File: config.mk
export PLATFORM = sky130hd
export DESIGN_NAME = instr_fetch_unit
export DESIGN_NICKNAME = d
export VERILOG_FILES = /design/src/rtl/instr_fetch_unit.sv
export SDC_FILE = /design/constraint.sdc
export NUM_CORES = 1
export LEC_CHECK = 0
export ABC_AREA = 1
export ABC_CLOCK_PERIOD_IN_PS = 19100
export CAP_MARGIN = 20
export CORE_ASPECT_RATIO = 1.4
export CORE_MARGIN = 5
export CORE_UTILIZATION = 40
export CTS_CLUSTER_DIAMETER = 120
export DETAILED_ROUTE_END_ITERATION = 6
export PLACE_DENSITY = 0.8
export SLEW_MARGIN = 20
export SYNTH_ARGS = -nofsm -noshare
export SYNTH_HDL_FRONTEND = slang
export SYNTH_SLANG_ARGS = --single-unit
export TNS_END_PERCENT = 100
File: constraint.sdc
create_clock -name CLK -period 19.1 [get_ports CLK]
set_input_delay 2.865 -clock CLK [delete_from_list [all_inputs] [get_ports CLK]]
set_output_delay 2.865 -clock CLK [all_outputs]
set_load 0.005 [all_outputs]
File: src/rtl/instr_fetch_unit.sv
// instr_fetch_unit: single-outstanding instruction fetch with req/gnt/rvalid memory port and output FIFO
module instr_fetch_unit #(
  parameter int XLEN = 32,
  parameter int FIFO_DEPTH = 2
) (
  input  logic            CLK,
  input  logic            RST_N,
  input  logic [XLEN-1:0] PC,
  output logic            PC_ADV,
  input  logic            FLUSH,
  output logic            IMEM_REQ,
  output logic [XLEN-1:0] IMEM_ADDR,
  input  logic            IMEM_GNT,
  input  logic            IMEM_RVALID,
  input  logic [31:0]     IMEM_RDATA,
  output logic            INSTR_VALID,
  input  logic            INSTR_READY,
  output logic [31:0]     INSTR,
  output logic [XLEN-1:0] INSTR_PC,
  output logic            FETCH_MISALIGN
);
  localparam int AW = $clog2(FIFO_DEPTH);
  typedef enum logic [1:0] {IDLE, WAIT, DRAIN} state_t;
  state_t state_q, state_d;
  logic [XLEN-1:0] req_pc_q, req_pc_d;
  logic misalign_q, misalign_d;
  logic [AW-1:0] wr_ptr_q, wr_ptr_d, rd_ptr_q, rd_ptr_d;
  logic [AW:0] count_q, count_d;
  logic [31:0] instr_mem_q [FIFO_DEPTH];
  logic [XLEN-1:0] pc_mem_q [FIFO_DEPTH];
  logic push, pop, grant;
  // request is gated by reset so all outputs read 0 while RST_N is held low
  assign IMEM_REQ = RST_N && state_q == IDLE && !FLUSH && PC[1:0] == 2'b00 && !misalign_q
                    && count_q < (AW+1)'(FIFO_DEPTH);
  assign IMEM_ADDR = IMEM_REQ ? PC : '0;
  assign grant = IMEM_REQ && IMEM_GNT;
  assign PC_ADV = grant;
  assign FETCH_MISALIGN = misalign_q;
  assign INSTR_VALID = count_q != '0;
  assign INSTR = INSTR_VALID ? instr_mem_q[rd_ptr_q] : '0;
  assign INSTR_PC = INSTR_VALID ? pc_mem_q[rd_ptr_q] : '0;
  assign push = state_q == WAIT && IMEM_RVALID && !FLUSH;
  assign pop = INSTR_VALID && INSTR_READY;
  always_comb begin
    state_d = state_q;
    req_pc_d = grant ? PC : req_pc_q;
    unique case (state_q)
      IDLE:    state_d = grant ? WAIT : IDLE;
      WAIT:    state_d = IMEM_RVALID ? IDLE : (FLUSH ? DRAIN : WAIT);
      DRAIN:   state_d = IMEM_RVALID ? IDLE : DRAIN;
      default: state_d = IDLE;
    endcase
    misalign_d = FLUSH ? 1'b0 : (misalign_q || (state_q == IDLE && PC[1:0] != 2'b00));
    count_d = FLUSH ? '0 : count_q + (AW+1)'(push) - (AW+1)'(pop);
    wr_ptr_d = FLUSH ? '0 : wr_ptr_q + AW'(push);
    rd_ptr_d = FLUSH ? '0 : rd_ptr_q + AW'(pop);
  end
  always_ff @(posedge CLK) begin
    if (!RST_N) begin
      state_q <= IDLE;
      req_pc_q <= '0;
      misalign_q <= 1'b0;
      count_q <= '0;
      wr_ptr_q <= '0;
      rd_ptr_q <= '0;
    end else begin
      state_q <= state_d;
      req_pc_q <= req_pc_d;
      misalign_q <= misalign_d;
      count_q <= count_d;
      wr_ptr_q <= wr_ptr_d;
      rd_ptr_q <= rd_ptr_d;
    end
  end
  always_ff @(posedge CLK) begin
    if (RST_N && push) begin
      instr_mem_q[wr_ptr_q] <= IMEM_RDATA;
      pc_mem_q[wr_ptr_q] <= req_pc_q;
    end
  end
endmodule
# Word level (Yosys, flattened, before mapping)
# Memory sizes are Yosys's and may differ from the RTL's. A register that Yosys moved wholly into a read port is not among the register bits.
# Index checks and enable logic that the tools add are counted.
[op_classes]
bitwise_logic = 1
muxes = 12
n_eq_ne = 2
addsub = 4
n_reduce_logical = 19
magnitude_cmp = 1
[op_table]
columns = ["operator", "n"]
rows = [
  ["2-to-1 mux 32 bit", 3],
  ["logical AND 1 bit", 11],
  ["2-to-1 mux 2 bit", 3],
  ["one-hot mux 2 bit (3 select lines)", 1],
  ["2-to-1 mux 1 bit", 5],
  ["logical NOT 2 bit", 2],
  ["nonzero test 2 bit", 2],
  ["adder 1 bit", 2],
  ["adder 2 x 1 -> 2 bit", 1],
  ["== test 2 x 1 -> 1 bit (second input constant)", 1],
  ["== test 2 bit (second input constant)", 1],
  ["logical NOT 1 bit", 2],
  ["less-than comparator 2 bit (second input constant)", 1],
  ["OR reduction 2 bit", 1],
  ["subtractor 2 x 1 -> 2 bit", 1],
  ["logical OR 1 bit", 1],
  ["inverter 1 bit", 1],
]
[totals]
out_inout_bits = 100
reg_bits = 39
mem_bits_rw = 128
word_cells = 47
n_memories = 2
[memory_table]
columns = ["name", "depth", "width", "rd", "rd_ports_with_merged_regs", "wr", "line", "rtl"]
rows = [
  ["instr_mem_q", 2, 32, 1, 1, 1, "29", "logic [31:0] instr_mem_q [FIFO_DEPTH];"],
  ["pc_mem_q", 2, 32, 1, 1, 1, "30", "logic [XLEN-1:0] pc_mem_q [FIFO_DEPTH];"],
]

# Depth between registers and ports, before layout
[logic_depth]
depth_word = 9
mapped_depth = 8

# Worst setup path after synthesis
# Ideal clock, no wire load.
[synth_path]
kind = "input port to flip-flop"
start = "input FLUSH"
end = "memory instr_mem_q[1][0] (enable)"
t_required_ns = 18.536
cell_stages = 3
setup_slack_ns = 11.122
t_arrival_ns = 7.414
n_path_buf = 0
setup_time_ns = 0.564
path_cell_list = "inv_1 -> nand4_1 -> nor3_1"
[synth_via]
elab_chain_cells = 5
[synth_lines]
columns = ["element", "line", "rtl"]
rows = [
  ["from (decl)", "10", "input logic FLUSH,"],
  ["logical NOT 1 bit", "42", "assign push = state_q == WAIT && IMEM_RVALID && !FLUSH;"],
  ["logical AND 1 bit", "42", ""],
  ["logical AND 1 bit", "76", "if (RST_N && push) begin"],
  ["2-to-1 mux 1 bit", "76", ""],
  ["2-to-1 mux 1 bit (not written as such)", "77", "instr_mem_q[wr_ptr_q] <= IMEM_RDATA;"],
  ["to (decl)", "29", ""],
]
# No other way between the ends.

# Worst setup path in the final report
[layout_path]
start = "input RST_N"
end = "output IMEM_ADDR[3]"
[layout_via]
elab_chain_cells = 6
[layout_lines]
columns = ["element", "line", "rtl"]
rows = [
  ["from (decl)", "7", "input logic RST_N,"],
  ["logical AND 1 bit (4 in series)", "33", "assign IMEM_REQ = RST_N && state_q == IDLE && !FLUSH && PC[1:0] == 2'b00 && !misalign_q"],
  ["logical AND 1 bit", "34", "&& count_q < (AW+1)'(FIFO_DEPTH);"],
  ["2-to-1 mux 32 bit", "35", "assign IMEM_ADDR = IMEM_REQ ? PC : '0;"],
  ["to (decl)", "12", "output logic [XLEN-1:0] IMEM_ADDR,"],
]
# No other way between the ends.

==> results.py <==
metrics = {
    "placement": {
        "placed_cells": 964,
        "port_buffers": 167,
        "dp_hpwl_um": 10300,
        "dp_slack_ps": 10460,
        "gp_congestion": 0.762,
    },
    "floorplan": {
        "fp.dieW_um": 119,
        "ioPinCount": 170,
        "initial_core_util": 0.407,
        "die-area_um2": 19200,
        "core_um2": 16200,
        "num_rows": 55,
        "dieHeight_um": 162,
    },
    "yosys": {
        "yosysWarnings": 0,
        "syn_area_um2": 6610,
        "yosysUniqueCellTypes": 25,
        "async_flop_share": 0,
        "ys_top_cells_by_count": "nand2_1 (166), edfxtp_1 (128), a21oi_1 (97)",
        "synth_seq_area_share": 0.700,
        "netlist.area_leader.share": 0.582,
        "syn_inst": 629,
        "synth_edf_count": 128,
        "synthFlopType": "edfxtp_1",
        "synth.most_common_cell": "nand2_1",
        "synth_area_leaders": "edfxtp_1 (58%), dfxtp_1 (12%), nand2_1 (9.4%), a21oi_1 (7.3%), nor2_1 (4.0%)",
        "syn_area_per_cell_um2": 10.5,
        "yosysTopAreaCell": "edfxtp_1",
        "ys_seq_elements": 167,
    },
    "detailed_routing": {
        "drtAntennaViolNets": 0,
        "initialDrtViolationCount": 254,
        "vias": 4807,
        "vias_per_cell": 4.83,
        "wl_per_cell_um": 15.5,
        "dr.pass1.iters": 4,
        "routed_wl_um": 15400,
        "drc": 0,
    },
    "power": {
        "p_total_uw": 778,
        "leakage_uw": 0.00337,
        "p_per_area_nw_per_um2": 85.9,
        "peakVddDrop_mv": 0.0591,
    },
    "critical_path": {
        "cpPeakStageDelay_ps": 540,
        "crit_path_end_kind": "output pin",
        "worstPathArrival_ps": 5720,
        "required_ps": 16230,
        "critical-path-slowest-cell": "clkdlybuf4s50_1",
        "cp_max_fo": 63,
        "start_kind": "input pin",
        "path_cells": "clkdlybuf4s50_1 -> buf_4 -> inv_2 -> nor2_2 -> nand2_1 -> nor2_4 -> buf_4 -> inv_2 -> nor2_1 -> clkdlybuf4s50_1",
        "crit_type": "input pin to output pin",
    },
    "sta": {
        "finalSetupViolations": 0,
        "final_hold_viol_count": 0,
        "fmax_mhz": 116,
        "min_period_ps": 8590,
        "rsz0062_at_grt": "no",
        "slew_viol_final": 0,
        "min_period_over_period": 0.450,
        "fin_setup_tns_ps": 0,
        "skew_ps": 9.91,
        "slew_headroom": 0.428,
        "worstMarginPinSlew_ps": 856,
        "layout_setup_ws_ps": 10510,
    },
    "cts": {
        "worstSkewPairLatency_ps": 420,
        "cts_tree": "yes",
        "htreeDepth": 4,
        "hold_buffers": 0,
        "cts_buffers": 17,
        "post-cts-setup-buffers": 0,
        "clockRootBuffer": "clkbuf_16",
        "cts.sinks": 167,
        "path_clk_slew_ps": 60,
        "cts_resized": 0,
        "clockBufferDepth": 2,
    },
    "status": {
        "status": "finished, final reports clean",
    },
    "grt": {
        "grt_max_degree": 67,
        "grt_pass1_vias": 4926,
        "track_usage": 0.165,
        "grt_first_pass_wirelength_um": 24900,
        "gr-total-overflow": 0,
        "antenna_found_initial": 0,
    },
    "cells_and_area": {
        "fillers": 1369,
        "area_growth_pct": 37.0,
        "nNetsFinal": 856,
        "final_cells": 996,
        "antenna_cells": 0,
        "drive_above_1_share": 0.0652,
        "utilization": 0.557,
    },
    "min_path": {
        "hp-class": "register to register",
    },
    "run": {
        "drv_cap": 0,
    },
}
state kept, by name, indices dropped and copies added (netlist names):
signal and count:
FETCH_MISALIGN 1, count_q 2, instr_mem_q 64, pc_mem_q 64
rd_ptr_q 1, req_pc_q 32, state_q 2, wr_ptr_q 1
worst paths after layout:
path	startpoint	endpoint	slack (ps)	cells after the start
max reg2reg	state_q[0]	pc_mem_q[0][23]	16580	4
max	RST_N	IMEM_ADDR[3]	10510	10
min	req_pc_q[26]	pc_mem_q[0][26]	450	0
min reg2reg	req_pc_q[26]	pc_mem_q[0][26]	450	0
power breakdown:
group | internal, uW | switching (uW) | leakage [uW]
logic | 18.3 | 14.1 | 0.00169
clock network | 206 | 147 | 0.000306
registers | 390 | 1.17 | 0.00137
total | 615 | 163 | 0.00337
per-stage QoR:
stage | hold slack [ps] | instance area (um2)
finish | 452 | 9050
global route | 466 | 9050
CTS | 454 | 9050
detailed placement | 437 | 8430
global placement | 432 | 8430
floorplan | 426 | 6610
layout by cell type, fill, tap and decap left out, types with 2 or more instances in the layout:
master,n
nand2_1,166
clkdlybuf4s50_1,166
edfxtp_1,128
a21oi_1,97
nor2_1,69
inv_1,39
dfxtp_1,38
nand3_1,30
clkbuf_16,18
buf_4,9
inv_6,5
inv_2,3
nor2_4,3
inv_8,3
ha_1,2
conb_1,2
bufinv_16,2
routing by layer:
layer	routed length [um]	share of wire	GRT usage
met4	319	0.021	0.0680
met2	8570	0.56	0.312
met5	0	0	0
met3	529	0.034	0.0296
met1	6000	0.39	0.179
critical path, delay by kind of cell:
kind	cells	cell delay, ps
buffers and inverters	6	2300
AND/OR/NAND/NOR	4	510
layout make-up:
cell class,count,area (um2),share of cell area
clock buffers,18,450,0.0498
clock inverters,14,175,0.0194
inverters,42,158,0.0174
multi-input cells,380,1660,0.183
flip-flops and latches,167,4630,0.511
well taps,199,249,0.0275
repair buffers,176,1730,0.192
cells by family after synthesis:
| kind of cell | count (synthesis) | synth area share |
|---|---|---|
| simple gates | 275 | 0.165 |
| flops | 167 | 0.700 |
| compound gates | 100 | 0.0765 |
| buf+inv | 83 | 0.0526 |
| fa+ha+maj | 2 | 0.00379 |
| xor+xnor | 1 | 0.00133 |
| other cells | 1 | 0.000568 |
(Power assumes the default switching activity.)
